[src/rtl/sonar_pkg.sv]
// -----------------------------------------------------------------------------
// sonar_pkg
// Shared definitions for the sonar sweep controller:
//   - estado_t : 4-bit state encoding, also exported on db_estado
//   - cmd_t    : bundle of datapath command strobes driven by the controller
//   - TIMEOUT_MEDIDA_DEFAULT : measurement watchdog length
//                              (50 ms at 50 MHz)
//   - decodifica() : Moore output decode, state -> commands
// -----------------------------------------------------------------------------
package sonar_pkg;

  localparam int TIMEOUT_MEDIDA_DEFAULT = 2_500_000;

  typedef enum logic [3:0] {
    ST_INICIAL        = 4'h0,
    ST_PREPARA        = 4'h1,
    ST_ESPERA         = 4'h2,
    ST_MEDE           = 4'h3,
    ST_AGUARDA_MEDIDA = 4'h4,
    ST_TRANSMITE      = 4'h5,
    ST_AGUARDA_TX     = 4'h6,
    ST_PROXIMO        = 4'h7,
    ST_VERIFICA       = 4'h8,
    ST_GIRA           = 4'h9,
    ST_TIMEOUT        = 4'hF
  } estado_t;

  typedef struct packed {
    logic zera_timer;
    logic conta_timer;
    logic zera_posicao;
    logic conta_posicao;
    logic reset_servo;
    logic medir;
    logic zera_serial;
    logic conta_serial;
    logic partida_serial;
    logic fim_ciclo;
  } cmd_t;

  // Commands are a pure function of the state. Unlisted and illegal codes
  // (A-E) drive nothing, so a corrupted state register never fires a command.
  function automatic cmd_t decodifica(input estado_t estado);
    cmd_t c;
    c = '0;
    case (estado)
      ST_PREPARA: begin
        c.zera_timer   = 1'b1;
        c.zera_posicao = 1'b1;
        c.zera_serial  = 1'b1;
        c.reset_servo  = 1'b1;
      end
      ST_ESPERA: c.conta_timer = 1'b1;
      ST_MEDE: begin
        c.medir       = 1'b1;
        c.zera_serial = 1'b1;
      end
      ST_TRANSMITE: c.partida_serial = 1'b1;
      ST_PROXIMO:   c.conta_serial   = 1'b1;
      ST_GIRA: begin
        c.conta_posicao = 1'b1;
        c.zera_timer    = 1'b1;
        c.fim_ciclo     = 1'b1;
      end
      default: c = '0;
    endcase
    return c;
  endfunction

endpackage

[src/rtl/sonar_uc_contador_m.sv]
// -----------------------------------------------------------------------------
// contador_m
// Modulo-M up counter used as the measurement watchdog. It saturates at M-1
// instead of wrapping, so a long stall can never alias back to a small count.
// Ports:
//   clock_i  : system clock
//   reset_i  : asynchronous active-high reset, clears the count
//   zera_i   : synchronous clear (has priority over conta_i)
//   conta_i  : count enable
//   fim_o    : high while the count equals M-1
// -----------------------------------------------------------------------------
module contador_m #(
  parameter int M = 100,
  localparam int N = (M > 1) ? $clog2(M) : 1
) (
  input  logic clock_i,
  input  logic reset_i,
  input  logic zera_i,
  input  logic conta_i,
  output logic fim_o
);

  localparam logic [N-1:0] ULTIMO = N'(M - 1);

  logic [N-1:0] cnt_q;

  always_ff @(posedge clock_i or posedge reset_i) begin
    if (reset_i) begin
      cnt_q <= '0;
    end else if (zera_i) begin
      cnt_q <= '0;
    end else if (conta_i && (cnt_q != ULTIMO)) begin
      cnt_q <= cnt_q + N'(1);
    end
  end

  assign fim_o = (cnt_q == ULTIMO);

endmodule

[src/rtl/sonar_uc.sv]
// -----------------------------------------------------------------------------
// sonar_uc
// Control unit of the sonar sweep. For each servo angle: wait for the settle
// timer, trigger a distance measurement (guarded by a watchdog), send an
// 8-character frame over the serial link, then step the servo.
//
// state            | meaning
// -----------------+---------------------------------------------------------
// INICIAL     (0)  | idle, waiting for ligar
// PREPARA     (1)  | clear timer, position, serial index; reset servo
// ESPERA      (2)  | run settle timer until fim_timer
// MEDE        (3)  | fire medir, clear serial index and watchdog
// AGUARDA_MED (4)  | wait pronto_medida or watchdog expiry
// TRANSMITE   (5)  | start one serial character
// AGUARDA_TX  (6)  | wait pronto_serial
// PROXIMO     (7)  | advance serial character index
// VERIFICA    (8)  | frame done? -> GIRA, else next character
// GIRA        (9)  | step servo position, restart timer, pulse fim_ciclo
// TIMEOUT     (F)  | measurement lost; skip frame for this angle
//
// Ports:
//   clock, reset (async, active high), ligar (sweep enable level)
//   fim_timer, pronto_medida, pronto_serial, fim_transmissao : datapath status
//   zera_timer, conta_timer, zera_posicao, conta_posicao, reset_servo, medir,
//   zera_serial, conta_serial, partida_serial : datapath commands
//   fim_ciclo : one-cycle pulse per completed angle step
//   db_estado : current state code
// -----------------------------------------------------------------------------
module sonar_uc
  import sonar_pkg::*;
#(
  parameter int TIMEOUT_MEDIDA = TIMEOUT_MEDIDA_DEFAULT
) (
  input  logic       clock,
  input  logic       reset,
  input  logic       ligar,
  input  logic       fim_timer,
  input  logic       pronto_medida,
  input  logic       pronto_serial,
  input  logic       fim_transmissao,
  output logic       zera_timer,
  output logic       conta_timer,
  output logic       zera_posicao,
  output logic       conta_posicao,
  output logic       reset_servo,
  output logic       medir,
  output logic       zera_serial,
  output logic       conta_serial,
  output logic       partida_serial,
  output logic       fim_ciclo,
  output logic [3:0] db_estado
);

  estado_t state_q;
  estado_t state_d;
  cmd_t    cmd;
  logic    wd_fim;

  contador_m #(
    .M(TIMEOUT_MEDIDA)
  ) u_watchdog (
    .clock_i (clock),
    .reset_i (reset),
    .zera_i  (state_q == ST_MEDE),
    .conta_i (state_q == ST_AGUARDA_MEDIDA),
    .fim_o   (wd_fim)
  );

  // Dropping ligar aborts from anywhere, including mid-frame.
  always_comb begin
    state_d = state_q;
    if (!ligar && (state_q != ST_INICIAL)) begin
      state_d = ST_INICIAL;
    end else begin
      case (state_q)
        ST_INICIAL:        if (ligar) state_d = ST_PREPARA;
        ST_PREPARA:        state_d = ST_ESPERA;
        ST_ESPERA:         if (fim_timer) state_d = ST_MEDE;
        ST_MEDE:           state_d = ST_AGUARDA_MEDIDA;
        // A measurement arriving on the expiry cycle is still accepted.
        ST_AGUARDA_MEDIDA: begin
          if (pronto_medida) state_d = ST_TRANSMITE;
          else if (wd_fim)   state_d = ST_TIMEOUT;
        end
        ST_TRANSMITE:      state_d = ST_AGUARDA_TX;
        ST_AGUARDA_TX:     if (pronto_serial) state_d = ST_PROXIMO;
        ST_PROXIMO:        state_d = ST_VERIFICA;
        ST_VERIFICA:       state_d = fim_transmissao ? ST_GIRA : ST_TRANSMITE;
        ST_GIRA:           state_d = ST_ESPERA;
        ST_TIMEOUT:        state_d = ST_GIRA;
        default:           state_d = ST_INICIAL;
      endcase
    end
  end

  always_ff @(posedge clock or posedge reset) begin
    if (reset) begin
      state_q <= ST_INICIAL;
    end else begin
      state_q <= state_d;
    end
  end

  assign cmd = decodifica(state_q);

  assign zera_timer     = cmd.zera_timer;
  assign conta_timer    = cmd.conta_timer;
  assign zera_posicao   = cmd.zera_posicao;
  assign conta_posicao  = cmd.conta_posicao;
  assign reset_servo    = cmd.reset_servo;
  assign medir          = cmd.medir;
  assign zera_serial    = cmd.zera_serial;
  assign conta_serial   = cmd.conta_serial;
  assign partida_serial = cmd.partida_serial;
  assign fim_ciclo      = cmd.fim_ciclo;
  assign db_estado      = state_q;

endmodule

[config.mk]
export PLATFORM = sky130hd
export DESIGN_NAME = sonar_uc
export DESIGN_NICKNAME = d
export VERILOG_FILES = /design/src/rtl/sonar_pkg.sv /design/src/rtl/sonar_uc_contador_m.sv /design/src/rtl/sonar_uc.sv
export SDC_FILE = /design/constraint.sdc
export NUM_CORES = 1
export LEC_CHECK = 0
export ABC_AREA = 0
export ABC_CLOCK_PERIOD_IN_PS = 2000
export BUFFER_PORTS_ARGS = -buffer_cell sky130_fd_sc_hd__clkbuf_2
export CORE_MARGIN = 2
export CORE_UTILIZATION = 40
export CTS_CLUSTER_SIZE = 14
export DETAILED_ROUTE_END_ITERATION = 8
export HOLD_SLACK_MARGIN = 0.02
export SYNTH_ARGS = -nofsm -noshare
export SYNTH_HDL_FRONTEND = slang
export SYNTH_SLANG_ARGS = --single-unit
export TNS_END_PERCENT = 10
[constraint.sdc]
create_clock -name clock -period 2 [get_ports clock]
set_clock_uncertainty 0.05 [all_clocks]
set_input_delay 0.4 -clock clock [delete_from_list [all_inputs] [get_ports clock]]
set_output_delay 0.4 -clock clock [all_outputs]
set_load 0.01 [all_outputs]
; ---- After elaboration in Yosys (flattened, before gate mapping)
; Cells that the tools add are included.
[word_totals]
output_inout_bits = 14
inputBits = 7
reg_bits = 26
[classes]
n_eq_ne = 16
addsub = 1
n_reduce_logical = 9
n_mux = 18
[op_table]
columns = op, n
row1 = $mux W22, 2
row2 = $pmux W4 S10, 1
row3 = $mux W4, 7
row4 = $add A22 B1 Y22 const B, 1
row5 = $eq A22 B22 Y1 const B, 1
row6 = $ne A22 B22 Y1 const B, 1
row7 = $eq A4 B3 Y1 const B, 4
row8 = $eq A4 B4 Y1 const B, 3
row9 = $ne A3 B3 Y1 const B, 3
row10 = $eq A4 B2 Y1 const B, 2
row11 = $mux W1, 8
row12 = $eq A4 B1 Y1 const B, 1
row13 = $logic_not A4 Y1, 1
row14 = $ne A4 B4 Y1 const B, 1
row15 = $reduce_and A4 Y1, 1
row16 = $reduce_bool A4 Y1, 1
row17 = $reduce_or A2 Y1, 2
row18 = $logic_and A1 B1 Y1, 2
row19 = $reduce_bool A2 Y1, 1
row20 = $logic_not A1 Y1, 1

; ---- Longest topological paths before layout
; Gate-level depths: netlist of the first run.
[depth]
word_depth = 5
ltp_mapped = 8
depth_no_buf = 6

; ---- Hierarchy
; Synthesis of the first run repeated with hierarchy kept, for this count alone.
[unflattened]
hier_cells = 183
area_unflattened_um2 = 1642.8
[by_module_without_submodules]
columns = mod, area_each_um2, instances, cells_per_inst
row1 = contador_m, 1237.4, 1, 128
row2 = sonar_uc, 405.4, 1, 55

; ---- Worst setup path before layout of the first run
; OpenSTA, ideal clock, no wires.
[synth_path]
path_type = flip-flop to output port
startpoint = register state_q[3], in the netlist db_estado[3]
endpoint = output port medir
required_ps = 1550
path_slack_ps = -32
path_stages_with_launch = 7
n_path_buf = 2
arrival_ps = 1582
path_cell_list = dfrtp_1 -> clkbuf_1 -> nand2b_1 -> nor2_1 -> nand2_1 -> inv_1 -> clkbuf_1
[synth_via]
elab_chain_len = 2
[synth_rtl]
columns = element, line
row1 = "start, declared", sonar_uc.sv:54  ; estado_t state_q;
row2 = "start signal, assigned", sonar_uc.sv:100  ; state_q <= state_d;
row3 = $eq A4 B2 Y1, sonar_pkg.sv:46  ; case (estado)
row4 = $mux W1, sonar_pkg.sv:46
row5 = "end, declared", sonar_uc.sv:46  ; output logic medir,
; Every way passes these cells.

; ---- Worst setup path after layout of the first run
[layout_path]
startpoint = register u_watchdog.cnt_q[0]
endpoint = register u_watchdog.cnt_q[9]
[layout_via]
elab_chain_len = 3
elab_cells_between_ends = 6
cone_classes = add/sub: 1 / eq/ne: 1 / mux: 2 / reduce/logical: 2
[layout_rtl]
columns = element, line
row1 = "start, declared", sonar_uc_contador_m.sv:25  ; logic [N-1:0] cnt_q;
row2 = "start signal, assigned", sonar_uc_contador_m.sv:33  ; cnt_q <= cnt_q + N'(1);
row3 = $add A22 B1 Y22 or $ne A22 B22 Y1 (tied branches), "sonar_uc_contador_m.sv:33, sonar_uc_contador_m.sv:32"
row4 = $mux W22 or $logic_and A1 B1 Y1 (tied branches), sonar_uc_contador_m.sv:32  ; end else if (conta_i && (cnt_q != ULTIMO)) begin
row5 = $mux W22 or $reduce_bool A2 Y1 (tied branches), -
; Parallel ways exist; a longest one is shown, timed or not. The select of a mux whose other input is x is not followed.
; A chain may end at the register's enable or synchronous reset.

==> qor.yml, run 1 <==
seq_power_share_pct: 35.8
slowest_delay_ns: 0.51
die_height_um: 68.6
crit_type: "flop to flop"
regArea_um2: 652
startpoint_type: "flop"
setup_ws_ns: 0.0420
final_cell_area_um2: 2190
hold_class: "primary input to async pin"
cap_violations: 0
clockRootBuffer: "clkbuf_8"
final_nets: 241
p_clk_share_pct: 19.8
synth_top_cell_area_share_pct: 39.0
p_total_mw: 1.73
timing.fmax_mhz: 511
crit_required_ns: 2.16
period_share_pct: 97.9
critical_path.max_fanout: 7
num_vias: 1606
setup-violations-final: 0
clk_latency_ns: 0.27
internal_power_mw: 1.10
die-width_um: 68.6
synth_area_leaders: "dfrtp_1, nor2_1, a21oi_1, nand2_1, o31ai_1"
io_pins: 21
crit_family: "simple AND/OR/NAND/NOR gates"
dpl_cell_area_um2: 1980
drive_gt1_share_pct: 38.4
syn_area_per_cell_um2: 8.93
maxSlewHeadroom_pct: 66.3
slew_violations: 0
worstSetupEndpointType: "flop"
synthSimpleGateAreaFrac_pct: 32.5
met3_usage_pct: 1.95
clockBufferDepth: 2
antenna_found_initial: 0
initial_utilization_pct: 41.7
final-hold-violation-count: 0
use_met2_pct: 33.9
cts_num_sinks: 26
clkTransAtPathRegs_ns: 0.09
syn_nets: 195
multi_input_area_um2: 1030
fin_util_pct: 54.8
yosys-mux-area-fraction_pct: 1.95
insertedDiodeCount: 0
syn_inst: 187
grt_max_degree: 16
yosysMostFrequentCell: "dfrtp_1"
p_leak_nw: 0.941
cts_tree: "yes"
grt_pass1_wl_um: 7140
grt_overflow: 0
core_um2: 4000
min_period_ns: 1.96
dp_worst_setup_slack_ns: 0.0106
power_density_nw_per_um2: 792
first_global_vias: 1526
ys.warnings.count: 0
synth-edff-count: 0
drc: 0
drt_wl_total_um: 4340
antenna_left: 0
synth_flop_cell: "dfrtp_1"
crit_chain: "ha_2, and3_4, nand4_1, o21ai_4, buf_4, or4_1, a21oi_2"
syn_area_um2: 1670
rsz0062_at_grt: "true"
n_fill_cell: 379
synth_cell_types: 50
routed_via_density: 5.70
tightest_slew_ns: 0.505
final_cells: 282
async_flop_share_pct: 100
peakVddDrop_v: 0.000476
die_area_um2: 4710
place_inst: 273
crit_buf_inv: 1
gp_congestion: 0.849
synth_top_family_by_area: "simple AND/OR/NAND/NOR gates"
grt_usage_pct: 20.1
grt-busiest-layer: "met2"
synthToLayoutAreaGrowth_pct: 31.3
drt_first_pass_iters: 4
tns_ns: 0
synth_compound_area_share_pct: 18.0
synth-adder-area-share_pct: 0.750
drt-initial-drc-count: 102
h-tree-depth: 1
wl_per_cell_um: 15.4
p_switching_mw: 0.638
power_switching_share_pct: 36.8
slowest_stage: "or4_1"
io_buffers: 20
pwr-share-comb_pct: 44.4
synth_xor_area_share_pct: 2.62
ctsHoldBuffers: 0
hpwl_um: 3180
arrival_ns: 2.12
fin_hold_ws_ns: 0.0685
ys_ff_latch: 26
synth_commonest_cells: "dfrtp_1, nor2_1, a21oi_1"
numCtsBuffers: 3
seq_area_frac_synth_pct: 39.0
synth_top_area_cell: "dfrtp_1"
rows: 23
use_met1_pct: 27.3
outcome: "finished clean"
-- final timing paths --
path                                             end  slack (ns)                start  depth (start not counted)
worst max-delay path             u_watchdog.cnt_q[9]        0.04  u_watchdog.cnt_q[0]                          7
worst min-delay path            u_watchdog.cnt_q[18]        0.07                reset                          2
worst max register to register   u_watchdog.cnt_q[9]        0.04  u_watchdog.cnt_q[0]                          7
worst min register to register   u_watchdog.cnt_q[3]        0.50  u_watchdog.cnt_q[3]                          1
max in group asynchronous        u_watchdog.cnt_q[5]        1.23                reset                          3
min in group clock                      db_estado[0]        0.35                ligar                          3
-- power groups by stage --
stage | logic, mW | clock network, mW | registers (mW)
floorplan | 0.408 | 0 | 0.660
CTS | 0.717 | 0.353 | 0.618
global route | 0.853 | 0.375 | 0.630
detailed placement | 0.699 | 0 | 0.629
finish | 0.769 | 0.344 | 0.621
global placement | 0.671 | 0 | 0.624
-- area by class of cell --
cell class	instances	share of cell area, %
multi-input combinational	144	47.2
inverter	6	1.03
clock buffer	4	2.51
sequential	26	29.8
timing repair buffer	52	16.6
tap	50	2.86
-- cell usage in the layout, fill, tap and decap left out, types with 2 or more instances in the layout --
cell      count
clkbuf_8      4
nor2_1       21
o21ai_1       4
dfrtp_1      25
inv_1         5
nor3_1        3
xor2_1        3
o31ai_1       7
and2_1        4
a21oi_1      11
buf_6         3
nor4b_4       2
and4_1        2
xnor2_1       2
o211ai_1      4
nand4_1       4
nand3_1       7
mux2_2        2
a21oi_2       5
nand2b_4      2
o21ai_4       2
or4_1         3
o22ai_1       2
or4b_1        3
buf_4        28
nand2_1      15
or3_1         4
o21ai_0       4
clkbuf_2     20
nor3_2        2
-- cells by family (layout without fill, tap and decap cells) --
kind of cell / after synthesis / in the layout
AOI/OAI and AO/OA: 47 / 47
DFF: 26 / 26
adders and majority gates: 1 / 1
muxes: 3 / 3
buffers and inverters: 17 / 62
xor gates and xnor gates: 5 / 5
and+or+nand+nor: 88 / 88
-- state kept, by name (all words and copies together) (netlist names) --
signal,count
u_watchdog.cnt_q,22
db_estado,4
-- what timing repair did --
action	4_1_cts	5_1_grt
buffers inserted	0	5
endpoints found under the setup margin	10	19
gates resized for setup	5	21
pin swaps	0	5
-- routing by layer --
| layer | up-vias | wire length (um) |
|---|---|---|
| li1 | 777 | - |
| met4 | 0 | 36 |
| met1 | 800 | 1990 |
| met2 | 25 | 2200 |
| met5 | - | 0 |
| met3 | 4 | 109 |
No activity file was read; power rests on OpenSTA's default activity.
==> run 2, diff against run 1 <==
SYNTH_HIERARCHICAL = 1   (was default)
==> run 2 against run 1 <==
  * Synthesized area is 1.6% lower
  * Critical path depth is 1 lower
  * First-iteration DRC count is 25% lower
  * Critical endpoint is now u_watchdog/cnt_q[1]
  * Largest power group unchanged
==> qor.yml, run 2 <==
outcome: "finished clean"
hold_class: "primary input to flop"
startpoint_type: "flop"
antenna_found_initial: 0
synthToLayoutAreaGrowth_pct: 23.4
p_leak_nw: 0.936
synth_commonest_cells: "nor2_1, dfrtp_1, nand2_1"
core_um2: 3970
power_density_nw_per_um2: 797
clkTransAtPathRegs_ns: 0.09
setup-violations-final: 0
fin_hold_ws_ns: 0.336
routed_via_density: 5.26
gp_congestion: 0.856
setup_ws_ns: 0.100
critical_path.max_fanout: 4
tns_ns: 0
syn_nets: 192
final_cells: 272
fin_util_pct: 51.0
syn_area_per_cell_um2: 8.98
die-width_um: 68.1
synth_area_leaders: "dfrtp_1, nor2_1, xor2_1, xnor2_1, nand4_1"
cts_tree: "yes"
synth_top_area_cell: "dfrtp_1"
synth_flop_cell: "dfrtp_1"
drt_first_pass_iters: 4
cap_violations: 0
wl_per_cell_um: 13.1
grt_overflow: 0
period_share_pct: 95.0
tightest_slew_ns: 0.478
grt_usage_pct: 16.8
initial_utilization_pct: 41.4
regMostFlops: "u_watchdog/cnt_q"
largest_register_ffs: 22
cts_num_sinks: 26
syn_area_um2: 1640
min_period_ns: 1.90
antenna_left: 0
drt_wl_total_um: 3560
maxSlewHeadroom_pct: 67.8
place_inst: 266
async_flop_share_pct: 100
peakVddDrop_v: 0.000946
synth_cell_types: 46
rows: 23
drc: 0
num_vias: 1431
crit_required_ns: 2.11
yosysMostFrequentCell: "nor2_1"
final_nets: 232
mostFrequentLayoutCells: "nor2_1, dfrtp_1, buf_4"
hpwl_um: 2700
drt-initial-drc-count: 76
seq_area_frac_synth_pct: 39.6
numCtsBuffers: 3
ys.warnings.count: 6
worstSetupEndpointType: "flop"
dpl_cell_area_um2: 1930
p_total_mw: 1.62
multi_input_area_um2: 950
dp_worst_setup_slack_ns: 0.0171
crit_type: "flop to flop"
regArea_um2: 651
first_global_vias: 1381
final_cell_area_um2: 2030
io_buffers: 20
h-tree-depth: 1
die_height_um: 68.1
die_area_um2: 4640
arrival_ns: 2.01
grt_max_degree: 23
clockRootBuffer: "clkbuf_8"
clk_latency_ns: 0.27
syn_inst: 183
clockBufferDepth: 2
timing.fmax_mhz: 526
synth-edff-count: 0
ys_ff_latch: 26
synth_top_cell_area_share_pct: 39.6
slew_violations: 0
final_common_cell: "nor2_1"
rsz0062_at_grt: "true"
insertedDiodeCount: 0
grt_pass1_wl_um: 6100
drive_gt1_share_pct: 28.4
final-hold-violation-count: 0
io_pins: 21
n_fill_cell: 388
==> run 2: final timing paths <==
| kind | start | to | slack, ns | depth (start not counted) |
|---|---|---|---|---|
| max in group asynchronous | reset | u_watchdog/cnt_q[20] | 1.03 | 4 |
| min in group asynchronous | reset | db_estado[2] | 0.50 | 3 |
| worst min register to register | u_watchdog/cnt_q[21] | u_watchdog/cnt_q[21] | 0.51 | 2 |
| worst max register to register | u_watchdog/cnt_q[1] | u_watchdog/cnt_q[1] | 0.10 | 6 |
| worst min-delay path | ligar | db_estado[1] | 0.34 | 3 |
| worst max-delay path | u_watchdog/cnt_q[1] | u_watchdog/cnt_q[1] | 0.10 | 6 |
==> run 2: what timing repair did <==
action,4_1_cts,5_1_grt
setup buffers,0,1
hold buffers,1,0
pin swaps,0,3
endpoints found under the setup margin,1,6
endpoints found under the hold margin,4,0
gates resized for setup,1,2
==> run 2: kinds of logic (layout without fill, tap and decap cells) <==
family          after synthesis  count (layout)  synth area share, %
compound gates               20              20                 8.68
xor+xnor                     20              20                 10.7
fa+ha+maj                     2               2                 1.52
buf+inv                      15              54                 5.10
flops                        26              26                 39.6
mux                           2               2                 1.22
simple gates                 98              98                 33.2
==> run 2: layer usage <==
layer	part of all wire (%)	global-route usage, %	up-vias
met4	0.17	2.00	0
met1	47	22.5	691
met3	2.8	3.45	2
met5	0	0	-
met2	50	28.6	20
li1	-	-	718
==> run 2: final cells by class <==
type / count / area share [%]
clock buffer: 4 / 2.72
inverter: 5 / 0.926
multi-input combinational: 142 / 46.9
tap: 50 / 3.09
sequential: 26 / 32.1
timing repair buffer: 45 / 14.3
==> run 2: worst max-delay path, stage by stage, from the launching register on <==
cell and delay [ns]:
dfrtp_1 0.36, ha_1 0.18, nand4_2 0.15, or4b_4 0.59
o21ai_4 0.19, mux2i_1 0.21, nor2_1 0.05
==> run 2: power breakdown <==
part / total [mW] / switching (mW) / internal [mW]
Combinational: 0.682 / 0.402 / 0.280
Clock: 0.338 / 0.162 / 0.176
Sequential: 0.597 / 0.0265 / 0.571
Total: 1.62 / 0.590 / 1.03
